===== src/rtl/instr_fetch_unit.sv =====
// PC, instruction memory and IR answering the controller's PC_clr/PC_up/IR_ld strobes.
// Latency: registered outputs, IR valid one edge after IR_ld; backpressure: none, every strobe is honoured on its edge.
module instr_fetch_unit #(
    parameter int PC_WIDTH    = 7,
    parameter int INSTR_WIDTH = 16,
    parameter int MEM_DEPTH   = 128
) (
    input  logic                   clk,
    input  logic                   reset,
    input  logic                   PC_clr,
    input  logic                   PC_up,
    input  logic                   IR_ld,
    input  logic                   prog_we,
    input  logic [PC_WIDTH-1:0]    prog_addr,
    input  logic [INSTR_WIDTH-1:0] prog_data,
    output logic [INSTR_WIDTH-1:0] instruction,
    output logic [PC_WIDTH-1:0]    PC,
    output logic                   pc_wrap,
    output logic [15:0]            fetch_count
);

    logic [INSTR_WIDTH-1:0] mem_q [MEM_DEPTH];
    logic [INSTR_WIDTH-1:0] rd_word;

    logic [PC_WIDTH-1:0]    pc_q,   pc_d;
    logic [INSTR_WIDTH-1:0] ir_q,   ir_d;
    logic                   wrap_q, wrap_d;
    logic [15:0]            fcnt_q, fcnt_d;

    // Read sees the pre-edge contents, so a same-edge write to mem[PC] lands one cycle later.
    assign rd_word = mem_q[pc_q];

    always_comb begin
        pc_d   = pc_q;
        ir_d   = ir_q;
        wrap_d = 1'b0;
        fcnt_d = fcnt_q;
        if (PC_clr) begin
            pc_d   = '0;
            ir_d   = '0;
            fcnt_d = '0;
        end else begin
            // PC_WIDTH bits wrap naturally because MEM_DEPTH is 2**PC_WIDTH.
            if (PC_up) begin
                pc_d   = pc_q + 1'b1;
                wrap_d = (pc_q == PC_WIDTH'(MEM_DEPTH - 1));
            end
            if (IR_ld) begin
                ir_d = rd_word;
                if (fcnt_q != 16'hFFFF) begin
                    fcnt_d = fcnt_q + 16'd1;
                end
            end
        end
    end

    always_ff @(posedge clk or posedge reset) begin
        if (reset) begin
            pc_q   <= '0;
            ir_q   <= '0;
            wrap_q <= 1'b0;
            fcnt_q <= '0;
        end else begin
            pc_q   <= pc_d;
            ir_q   <= ir_d;
            wrap_q <= wrap_d;
            fcnt_q <= fcnt_d;
        end
    end

    // Program contents survive reset; the loader is simply locked out while reset is high.
    always_ff @(posedge clk) begin
        if (prog_we && !reset) begin
            mem_q[prog_addr] <= prog_data;
        end
    end

    assign instruction = ir_q;
    assign PC          = pc_q;
    assign pc_wrap     = wrap_q;
    assign fetch_count = fcnt_q;

endmodule


===== config.mk =====
export PLATFORM = sky130hd
export DESIGN_NAME = instr_fetch_unit
export DESIGN_NICKNAME = d
export VERILOG_FILES = /design/src/rtl/instr_fetch_unit.sv
export SDC_FILE = /design/constraint.sdc
export NUM_CORES = 2
export LEC_CHECK = 0
export BUFFER_PORTS_ARGS = -buffer_cell sky130_fd_sc_hd__buf_4
export CAP_MARGIN = 20
export CORE_MARGIN = 1
export CORE_UTILIZATION = 30
export DETAILED_ROUTE_END_ITERATION = 12
export PLACE_DENSITY = 0.51
export SLEW_MARGIN = 20
export SYNTH_ARGS = -nofsm -noshare
export SYNTH_HDL_FRONTEND = slang
export SYNTH_SLANG_ARGS = --single-unit

===== constraint.sdc =====
create_clock -name clk -period 2.2 [get_ports clk]
set_input_delay 0.22 -clock clk [delete_from_list [all_inputs] [get_ports clk]]
set_output_delay 0.22 -clock clk [all_outputs]
set_load 0.02 [all_outputs]

==> impl_metrics.tcl <==
set metrics [dict create \
    status "finished, violations left" \
    violations "design-rule violations, negative setup slack" \
    drtAntennaViolNets 0 \
    die-width_microns 521 \
    grt_pass1_wl_microns 341000 \
    initial_core_util_pct 30.2 \
    clock_sink_count 2088 \
    cts_buffers 213 \
    worst_pin_slew_ns 0.981 \
    synth_seq_cells 2088 \
    drive_gt1_share_pct 38.9 \
    maxCapViolCount 0 \
    rows 190 \
    portBuffers 68 \
    hold_path_depth 1 \
    dr.pass1.iters 9 \
    pre_cts_slack_ns -1.30 \
    worstSkewPairLatency_ns 0.85 \
    crit_path_end "instruction[10]" \
    wl_per_cell_microns 29.4 \
    path_class "register to register" \
    power_uw 86800 \
    period_needed_ns 2.98 \
    r2r_cells 12 \
    cp-end-kind "register" \
    power_density_nw_per_um2 849 \
    setup_slack_ns -0.780 \
    slew_headroom_pct 34.6 \
    routed_via_density 5.09 \
    gp_congestion 0.875 \
    grt_overflow 0 \
    nets 4631 \
    setup_violations 19 \
    ff2ff_setup_slack_ns -0.78 \
    synth_nets 3751 \
    synth-edff-count 2048 \
    root_buffer "clkbuf_16" \
    synth_cell_types 68 \
    grt_pass1_vias 42600 \
    hold_class "input pin to register" \
    slew_violations 0 \
    track_usage_pct 17.8 \
    wirelength_microns 245000 \
    synthArstFlopShare_pct 1.92 \
    antenna_found_initial 13 \
    grt_start_max_net_pins 128 \
    hold_viol 0 \
    arrival_ns 3.71 \
    core_sq_um 268000 \
    htree_levels 4 \
    max_freq_mhz 336 \
    min_period_over_period_pct 135 \
    worst-endpoint-required_ns 2.93 \
    cts_tree "built" \
    vias 42400 \
    syn_inst 3720 \
    rsz0062_at_grt "true" \
    finalClockSkew_ns 0.0398 \
    drc_errors 2 \
    clk_pin_slew_ns 0.07 \
    critPathLaunchType "register" \
    yosysWarnings 0 \
    io_pins 69 \
    r2r_end "instruction[10]" \
    synth_flop_cell "edfxtp_1" \
    die_h_microns 521 \
    timing.rr.start "PC[0]" \
    power.leakage_uw 0.0322 \
    ir_drop_v 0.000817 \
    synthesis.area_sq_um 80700 \
    synth.avg_cell_area_sq_um 21.7 \
    dr.first_iter.drc_count 4690 \
    hpwlAfterDp_microns 156000 \
    cp_max_fo 6 \
    tns_ns -10.93 \
    crit_start "PC[0]" \
    area_growth_pct 26.7 \
    worstHoldStart "prog_data[12]" \
    ys_seq_area_share_pct 77.4 \
    clock_path_buffers 3 \
    die_area_sq_um 271000 \
]
[worst min path at each step]
| stage | end | slack (ns) |
|---|---|---|
| global route | mem_q[29][12] | 0.04 |
| detailed placement | instruction[5] | 0.36 |
| global placement | instruction[5] | 0.35 |
| CTS | mem_q[30][12] | 0.02 |
| floorplan | mem_q[0][0] | 0.32 |
| finish | mem_q[30][12] | 0.05 |
[sequential cells by signal, summed over array words and instances, names as in the netlist]
| signal | flops |
|---|---|
| PC | 7 |
| fetch_count | 16 |
| instruction | 16 |
| mem_q | 2048 |
| pc_wrap | 1 |
[cells by family after synthesis]
| kind of cell | count (synthesis) | share of synthesized area, % |
|---|---|---|
| fa+ha+maj | 2 | 0.0310 |
| compound gates | 362 | 3.18 |
| xor+xnor | 17 | 0.184 |
| mux | 682 | 15.5 |
| flops | 2088 | 77.4 |
| simple gates | 349 | 1.98 |
| buf+inv | 220 | 1.66 |
[report_power, final]
group	switching (uW)	total, uW	internal (uW)
Clock	15200	36000	20900
Sequential	101	43900	43800
Combinational	3660	6910	3250
[Yosys cell counts (all sizes together) (4+ instances only)]
cell     instances  area share, %
nand3           34           0.21
or3              8          0.062
a32o             5          0.062
a22oi           89           0.83
dfrtp           40            1.2
or3b             8          0.087
nand2b           8          0.062
xnor2            6          0.065
a211oi          31           0.29
a21oi           65           0.40
a22o            12           0.13
o221ai          25           0.27
clkbuf          71           0.33
mux2            15           0.21
o21ai           36           0.22
nand2           61           0.28
xor2            11           0.12
nand3b           8          0.074
a31oi           15           0.12
a311oi           5          0.054
edfxtp        2048             76
nor3             9          0.056
mux2i          212            2.6
a2111oi          8           0.10
buf            142            1.3
nand4            9          0.070
o22ai           22           0.17
inv              7          0.033
o2111ai          7          0.076
and3             4          0.031
nor2b           14           0.11
mux4           455             13
a221oi          12           0.13
nor2           173           0.82
a211o            4          0.043
o41ai            5          0.054
[placed cells by master (no fill, tap or decap), types with 53 or more instances in the layout]
master	n
edfxtp_1	2048
buf_4	554
mux4_2	455
clkbuf_16	227
buf_12	222
mux2i_1	207
nor2_1	104
nor2_2	65
clkbuf_1	62
a22oi_1	56
nand2_1	53
[per-stage QoR]
| step | util [%] | hold slack (ns) | cells | instance area [sq um] |
|---|---|---|---|---|
| 2_1_floorplan | - | 0.319 | 3720 | 80900 |
| 3_3_place_gp | 34.4 | 0.354 | 7773 | 92000 |
| 3_5_place_dp | 34.4 | 0.357 | 7773 | 92000 |
| 4_1_cts | 37.7 | 0.0213 | 8261 | 101000 |
| 5_1_grt | 38.2 | 0.0382 | 8330 | 102000 |
| 6_report | 38.2 | 0.0544 | 8335 | 102000 |
[repair_timing]
action / in CTS / in global routing
gates cloned: 11 / 7
resized for setup: 222 / 136
hold endpoints to repair: 549 / 0
endpoints found under the setup margin: 25 / 23
hold buffers: 22 / 0
buffers inserted: 64 / 74
pin swaps: 30 / 60
[layout make-up]
cell class / count / area, sq um
Fill cell: 24400 / 165000
Tap cell: 3552 / 4440
Clock inverter: 103 / 1070
Sequential cell: 2088 / 62500
Multi-Input combinational cell: 1412 / 18200
Timing Repair Buffer: 878 / 10200
Inverter: 7 / 26.3
Clock buffer: 290 / 5850
Antenna cell: 5 / 12.5
[metal layers]
| metal | vias to the layer above | part of all wire, % | wire length, microns | global-route usage (%) |
|---|---|---|---|---|
| met4 | 0 | 2.4 | 5870 | 4.55 |
| met2 | 1464 | 49 | 120000 | 29.6 |
| li1 | 17500 | - | - | - |
| met3 | 310 | 6.1 | 15100 | 2.33 |
| met5 | - | 0 | 0 | 0 |
| met1 | 23100 | 42 | 104000 | 24.8 |
[worst max-delay path, stage by stage, from the launching register on]
cell	delay (ns)
dfrtp_4	0.55
buf_4	0.19
buf_16	0.14
buf_4	0.13
buf_4	0.14
nand3b_1	0.15
buf_4	0.18
buf_4	0.15
o22ai_1	0.07
a211oi_1	0.57
buf_4	0.21
o311a_1	0.27
nor3_1	0.09
No activity file was read; power rests on OpenSTA's default activity.
